$ cat src/rtl/pipe_pkg.sv
// Shared types for the valid/ready pipeline stage register.
package pipe_pkg;

    localparam int unsigned OCC_W = 2;

    typedef enum logic [1:0] {
        EMPTY = 2'd0,
        ONE   = 2'd1,
        TWO   = 2'd2
    } pipe_state_e;

    function automatic logic [OCC_W-1:0] state_occupancy(input pipe_state_e st);
        case (st)
            ONE:     return OCC_W'(1);
            TWO:     return OCC_W'(2);
            default: return OCC_W'(0);
        endcase
    endfunction

endpackage

$ cat src/rtl/pipe_slot.sv
// One held pipeline entry: valid, payload, write-enables and exception flag.
module pipe_slot #(
    parameter int unsigned DATA_W = 256,
    parameter int unsigned WE_W   = 3
) (
    input  logic              clk,
    input  logic              rstn,
    input  logic              i_load,
    input  logic              i_clear,
    input  logic              i_valid,
    input  logic [DATA_W-1:0] i_data,
    input  logic [WE_W-1:0]   i_we,
    input  logic              i_except,
    output logic              o_valid,
    output logic [DATA_W-1:0] o_data,
    output logic [WE_W-1:0]   o_we,
    output logic              o_except
);

    logic              r_valid;
    logic [DATA_W-1:0] r_data;
    logic [WE_W-1:0]   r_we;
    logic              r_except;

    // Clear wins over load so a flush always leaves the slot zeroed.
    always_ff @(posedge clk or negedge rstn) begin
        if (!rstn) begin
            r_valid  <= 1'b0;
            r_data   <= '0;
            r_we     <= '0;
            r_except <= 1'b0;
        end else if (i_clear) begin
            r_valid  <= 1'b0;
            r_data   <= '0;
            r_we     <= '0;
            r_except <= 1'b0;
        end else if (i_load) begin
            r_valid  <= i_valid;
            r_data   <= i_data;
            r_we     <= i_we;
            r_except <= i_except;
        end
    end

    assign o_valid  = r_valid;
    assign o_data   = r_data;
    assign o_we     = r_we;
    assign o_except = r_except;

endmodule

$ cat src/rtl/pipe_stage_skid.sv
// Inter-stage pipeline register with valid/ready handshake, optional 2-entry skid,
// flush, exception write-enable masking and a saturating back-pressure counter.
module pipe_stage_skid
    import pipe_pkg::*;
#(
    parameter int unsigned DATA_W = 256,
    parameter int unsigned WE_W   = 3,
    parameter int unsigned SKID   = 1,
    parameter int unsigned CNT_W  = 16
) (
    input  logic              clk,
    input  logic              rstn,
    input  logic              flush,
    input  logic              in_valid,
    output logic              in_ready,
    input  logic [DATA_W-1:0] in_data,
    input  logic [WE_W-1:0]   in_we,
    input  logic              in_except,
    output logic              out_valid,
    input  logic              out_ready,
    output logic [DATA_W-1:0] out_data,
    output logic [WE_W-1:0]   out_we,
    output logic              out_except,
    output logic [OCC_W-1:0]  occupancy,
    output logic [CNT_W-1:0]  stall_cnt
);

    pipe_state_e       r_state;
    pipe_state_e       w_state_nxt;
    logic              w_accept;
    logic              w_fire;
    logic [WE_W-1:0]   w_in_we;
    logic              w_main_load;
    logic              w_main_from_skid;
    logic              w_main_clear;
    logic              w_skid_load;
    logic              w_skid_clear;
    logic              w_main_src_valid;
    logic [DATA_W-1:0] w_main_src_data;
    logic [WE_W-1:0]   w_main_src_we;
    logic              w_main_src_except;
    logic              w_skid_valid;
    logic [DATA_W-1:0] w_skid_data;
    logic [WE_W-1:0]   w_skid_we;
    logic              w_skid_except;
    logic [CNT_W-1:0]  r_stall_cnt;

    assign w_in_we  = in_except ? '0 : in_we;
    assign w_accept = in_valid && in_ready;
    assign w_fire   = out_valid && out_ready;
    assign in_ready = (SKID != 0) ? (r_state != TWO) : (!out_valid || out_ready);

    always_ff @(posedge clk or negedge rstn) begin
        if (!rstn) begin
            r_state <= EMPTY;
        end else begin
            r_state <= w_state_nxt;
        end
    end

    always_comb begin
        w_state_nxt      = r_state;
        w_main_load      = 1'b0;
        w_main_from_skid = 1'b0;
        w_main_clear     = 1'b0;
        w_skid_load      = 1'b0;
        w_skid_clear     = 1'b0;
        if (flush) begin
            w_state_nxt  = EMPTY;
            w_main_clear = 1'b1;
            w_skid_clear = 1'b1;
        end else begin
            case (r_state)
                EMPTY: begin
                    if (w_accept) begin
                        w_state_nxt = ONE;
                        w_main_load = 1'b1;
                    end
                end
                ONE: begin
                    if (w_fire && w_accept) begin
                        w_main_load = 1'b1;
                    end else if (w_fire) begin
                        w_state_nxt  = EMPTY;
                        w_main_clear = 1'b1;
                    end else if (w_accept && (SKID != 0)) begin
                        w_state_nxt = TWO;
                        w_skid_load = 1'b1;
                    end
                end
                TWO: begin
                    if (w_fire) begin
                        w_state_nxt      = ONE;
                        w_main_load      = 1'b1;
                        w_main_from_skid = 1'b1;
                        w_skid_clear     = 1'b1;
                    end
                end
                default: begin
                    w_state_nxt = EMPTY;
                end
            endcase
        end
    end

    // Main refills from skid when draining TWO, otherwise from the (masked) input.
    assign w_main_src_valid  = w_main_from_skid ? w_skid_valid  : in_valid;
    assign w_main_src_data   = w_main_from_skid ? w_skid_data   : in_data;
    assign w_main_src_we     = w_main_from_skid ? w_skid_we     : w_in_we;
    assign w_main_src_except = w_main_from_skid ? w_skid_except : in_except;

    pipe_slot #(
        .DATA_W (DATA_W),
        .WE_W   (WE_W)
    ) u_main (
        .clk      (clk),
        .rstn     (rstn),
        .i_load   (w_main_load),
        .i_clear  (w_main_clear),
        .i_valid  (w_main_src_valid),
        .i_data   (w_main_src_data),
        .i_we     (w_main_src_we),
        .i_except (w_main_src_except),
        .o_valid  (out_valid),
        .o_data   (out_data),
        .o_we     (out_we),
        .o_except (out_except)
    );

    if (SKID != 0) begin : g_skid
        pipe_slot #(
            .DATA_W (DATA_W),
            .WE_W   (WE_W)
        ) u_skid (
            .clk      (clk),
            .rstn     (rstn),
            .i_load   (w_skid_load),
            .i_clear  (w_skid_clear),
            .i_valid  (in_valid),
            .i_data   (in_data),
            .i_we     (w_in_we),
            .i_except (in_except),
            .o_valid  (w_skid_valid),
            .o_data   (w_skid_data),
            .o_we     (w_skid_we),
            .o_except (w_skid_except)
        );
    end else begin : g_no_skid
        logic w_unused_skid;
        assign w_skid_valid  = 1'b0;
        assign w_skid_data   = '0;
        assign w_skid_we     = '0;
        assign w_skid_except = 1'b0;
        assign w_unused_skid = w_skid_load ^ w_skid_clear;
    end

    // Back-pressure counter survives flush; only reset clears it.
    always_ff @(posedge clk or negedge rstn) begin
        if (!rstn) begin
            r_stall_cnt <= '0;
        end else if (out_valid && !out_ready && (r_stall_cnt != {CNT_W{1'b1}})) begin
            r_stall_cnt <= r_stall_cnt + CNT_W'(1);
        end
    end

    assign occupancy = state_occupancy(r_state);
    assign stall_cnt = r_stall_cnt;

endmodule

$ cat config.mk
export PLATFORM = sky130hd
export DESIGN_NAME = pipe_stage_skid
export DESIGN_NICKNAME = d
export VERILOG_FILES = /design/src/rtl/pipe_pkg.sv /design/src/rtl/pipe_slot.sv /design/src/rtl/pipe_stage_skid.sv
export SDC_FILE = /design/constraint.sdc
export NUM_CORES = 1
export LEC_CHECK = 0
export CAP_MARGIN = 25
export CORE_ASPECT_RATIO = 0.75
export CORE_MARGIN = 2
export CORE_UTILIZATION = 55
export CTS_BUF_LIST = sky130_fd_sc_hd__clkbuf_8
export CTS_CLUSTER_SIZE = 16
export DETAILED_ROUTE_END_ITERATION = 16
export MAX_ROUTING_LAYER = met4
export PLACE_DENSITY = 0.85
export SLEW_MARGIN = 20
export SYNTH_ARGS = -nofsm -noshare
export SYNTH_HDL_FRONTEND = slang
export SYNTH_SLANG_ARGS = --single-unit
$ cat constraint.sdc
create_clock -name clk -period 4.9 [get_ports clk]
set_input_delay 0.49 -clock clk [delete_from_list [all_inputs] [get_ports clk]]
set_output_delay 0.49 -clock clk [all_outputs]
set_load 0.01 [all_outputs]
==> flow_summary.toml <==
[clocking]
clk_path_buf_depth = 3
cts.htree.levels = 3
clkTransAtPathRegs_ns = 0.07
post_cts_buffers = 0
clock_sinks = 540
worstSkewPairLatency_ns = 0.62
cts-buffers-inserted = 81
cts_tree = "done"
clockRootBuffer = "clkbuf_8"

[logic_synthesis]
yosysWarnings = 0
ys_seq_area_share_pct = 60.5
syn_nets = 2388
synth_most_common_cell = "dfrtp_1"
syn_inst = 2122
postSynthRegisterBits = 540
syn_area_per_cell_sq_um = 10.5
synth-main-ff-cell = "dfrtp_1"
synthTopCellsByCount = "dfrtp_1 (540), o21ai_0 (465), nand2_1 (266)"
synth-edff-count = 0
syn_area_sq_um = 22400
ys_async_sr_fraction_pct = 100
ys_types = 34
ys_top_cells_by_area = "dfrtp_1 (60%), o21ai_0 (10%), a22o_1 (10%), or3_1 (7.4%), nand2_1 (4.5%)"
yosys.area.top_type = "dfrtp_1"
netlist.area_leader.share_pct = 60.5

[sta]
min_period_ns = 3.09
fin_crit_sh_pct = 63.2
worst_slew_pin_slew_ns = 1.17
fmaxAchievable_mhz = 323
rsz0062_at_grt = "false"
setup-violations-final = 0
slew_headroom_pct = 21.8
hold_violations = 0
fin_tns_setup_ns = 0
clock_skew_ns = 0.0209
holdWs_ns = 0.464
drv_slew = 0

[detailed_routing]
drtAntennaViolNets = 0
drc = 0
routed_wl_um = 71400
drt_iter0_drc = 2421
vias = 19600
wire_per_inst_um = 22.6
firstDrtPassIters = 5
vias_per_cell = 6.21

[critical_path]
r2r_slack_ns = 1.81
critPathKind = "flip-flop to flip-flop"
crit_family = "buffers and inverters"
rr_worst_depth = 6
rr_startpoint = "u_main.o_valid"
endpoint_kind = "flip-flop"
r2r-end = "u_main.o_data[235]"
cp_max_fo = 67
slowest_delay_ns = 0.73
required_ns = 5.41
cp.buffers_inverters = 2
cp_cell_sequence = "and4b_4 > a2111oi_4 > buf_4 > buf_4 > nand2_1 > o21ai_0"
cp-startpoint = "u_main.o_valid"
cp_slowest_cell = "buf_4"
cpMostUsedCell = "buf_4"
critPathLaunchType = "flip-flop"
cp.arrival_ns = 3.61

[die]
coreArea_sq_um = 39800
ios = 545
die_h_um = 179
rows = 63
die-width_um = 237
dieArea_sq_um = 42300
initial_core_util_pct = 56.2

[placed_design]
portBuffers = 544
dp_hpwl_um = 42800
place_congestion = 0.864

[global_routing]
grt_pass1_wl_um = 110000
grt_pass1_vias = 19200
antenna_found_initial = 9
grt.total_usage_pct = 34.1
grt_max_degree = 178
gr-total-overflow = 0

[power]
p_sw_share_pct = 26.5
p_int_mw = 7.53
vdd_drop_max_uv = 192
powerDensity_nw_per_um2 = 345
p_seq_share_pct = 48.2
p_clk_share_pct = 37.3
p_sw_mw = 2.72
combPwrFrac_pct = 14.4
p_leak_nw = 12.8

[hold_path]
min_path_type = "input port to async pin"

[status]
outcome = "completed"

[final_layout]
drive_gt1_share_pct = 5.75
area_growth_pct = 33.0
fin_nets = 2834

[job]
max_cap_viol_count = 0
-- power by group through the flow --
stage	Clock (mW)	Sequential, mW	Combinational [mW]
2_1_floorplan	0	5.06	0.448
3_3_place_gp	0	5.00	1.44
3_5_place_dp	0	5.01	1.47
4_1_cts	3.86	4.94	1.48
5_1_grt	4.06	4.97	1.58
6_report	3.82	4.94	1.48
-- per-stage QoR --
stage                     util (%)  setup WS, ns  cell area [sq um]  total power, mW  instances
after floorplan                  -          2.93              22400             5.51       2122
after global placement        70.3          1.24              28000             6.44       3003
after detailed placement      70.3          1.11              28000             6.48       3003
after CTS                     74.5          1.58              29700             10.3       3147
after global routing          74.6          1.61              29700             10.6       3157
final                         74.7          1.81              29700             10.2       3160
-- cells in the final DEF, fill, tap and decap left out, types with 3 or more instances in the layout --
master           instances
clkbuf_8               104
diode_2                 12
clkinvlp_4               3
clkdlybuf4s50_1        542
buf_12                  12
nand4_1                  3
bufinv_16                3
nand2_1                266
nor2b_1                  3
nor4b_1                  5
xor2_1                  13
nor3b_1                  3
a22o_1                 260
o21ai_0                465
nor3_1                   7
dfrtp_1                540
nand3_1                  4
clkinv_2                 7
o21ai_1                 57
inv_1                   28
or2_2                    3
or3_1                  264
nor2_1                   5
buf_4                    7
-- how the worst max path moves through the flow --
stage / endpoint / cells after the start
floorplan: u_main.o_data[198] / 6
global placement: u_main.o_data[199] / 7
detailed placement: u_main.o_data[235] / 7
CTS: u_main.o_data[235] / 6
global route: u_main.o_data[235] / 6
finish: u_main.o_data[235] / 6
-- final cells by class --
class	instances	area [sq um]
diodes	12	30.0
repair buffers	565	5780
fillers	2595	10100
inverters	2	7.51
clock inverters	39	245
well taps	520	651
multi-input cells	1378	8060
clock buffers	104	1430
flip-flops and latches	540	13500
-- timing repair --
item,in CTS,in global routing
setup endpoints to repair,0,0
hold endpoints to repair,81,0
hold buffers,1,0
gates resized for setup,0,0
-- worst reg2reg max path: cells and delay by family (launching register included) --
| kind | cells | cell delay [ns] |
|---|---|---|
| buf+inv | 2 | 1.32 |
| compound gates | 2 | 0.61 |
| simple gates | 2 | 0.59 |
| flops | 1 | 0.49 |
-- sequential cells by signal (all words and copies together) (netlist names) --
signal	count
g_skid.u_skid.o_data	256
u_main.o_data	256
stall_cnt	16
g_skid.u_skid.o_we	3
u_main.o_we	3
r_state	2
g_skid.u_skid.o_except	1
g_skid.u_skid.o_valid	1
u_main.o_except	1
u_main.o_valid	1
-- cells by family after synthesis --
kind of cell,Yosys count,synth area share [%]
multiplexers,2,0.101
buffers and inverters,204,3.59
AO/OA/AOI/OAI,788,22.1
AND/OR/NAND/NOR,573,13.1
flip-flops,540,60.5
XOR/XNOR,14,0.549
adder cells (fa/ha/maj),1,0.0560
-- routing by layer --
metal  GRT usage [%]  routed length (um)  up-vias
li1                -                   -     8552
met1            44.5               28200     9842
met2            50.8               33400     1065
met3            8.73                6740      176
met4            15.2                3040        0
met5               -                   0        -
(Power assumes the default switching activity.)
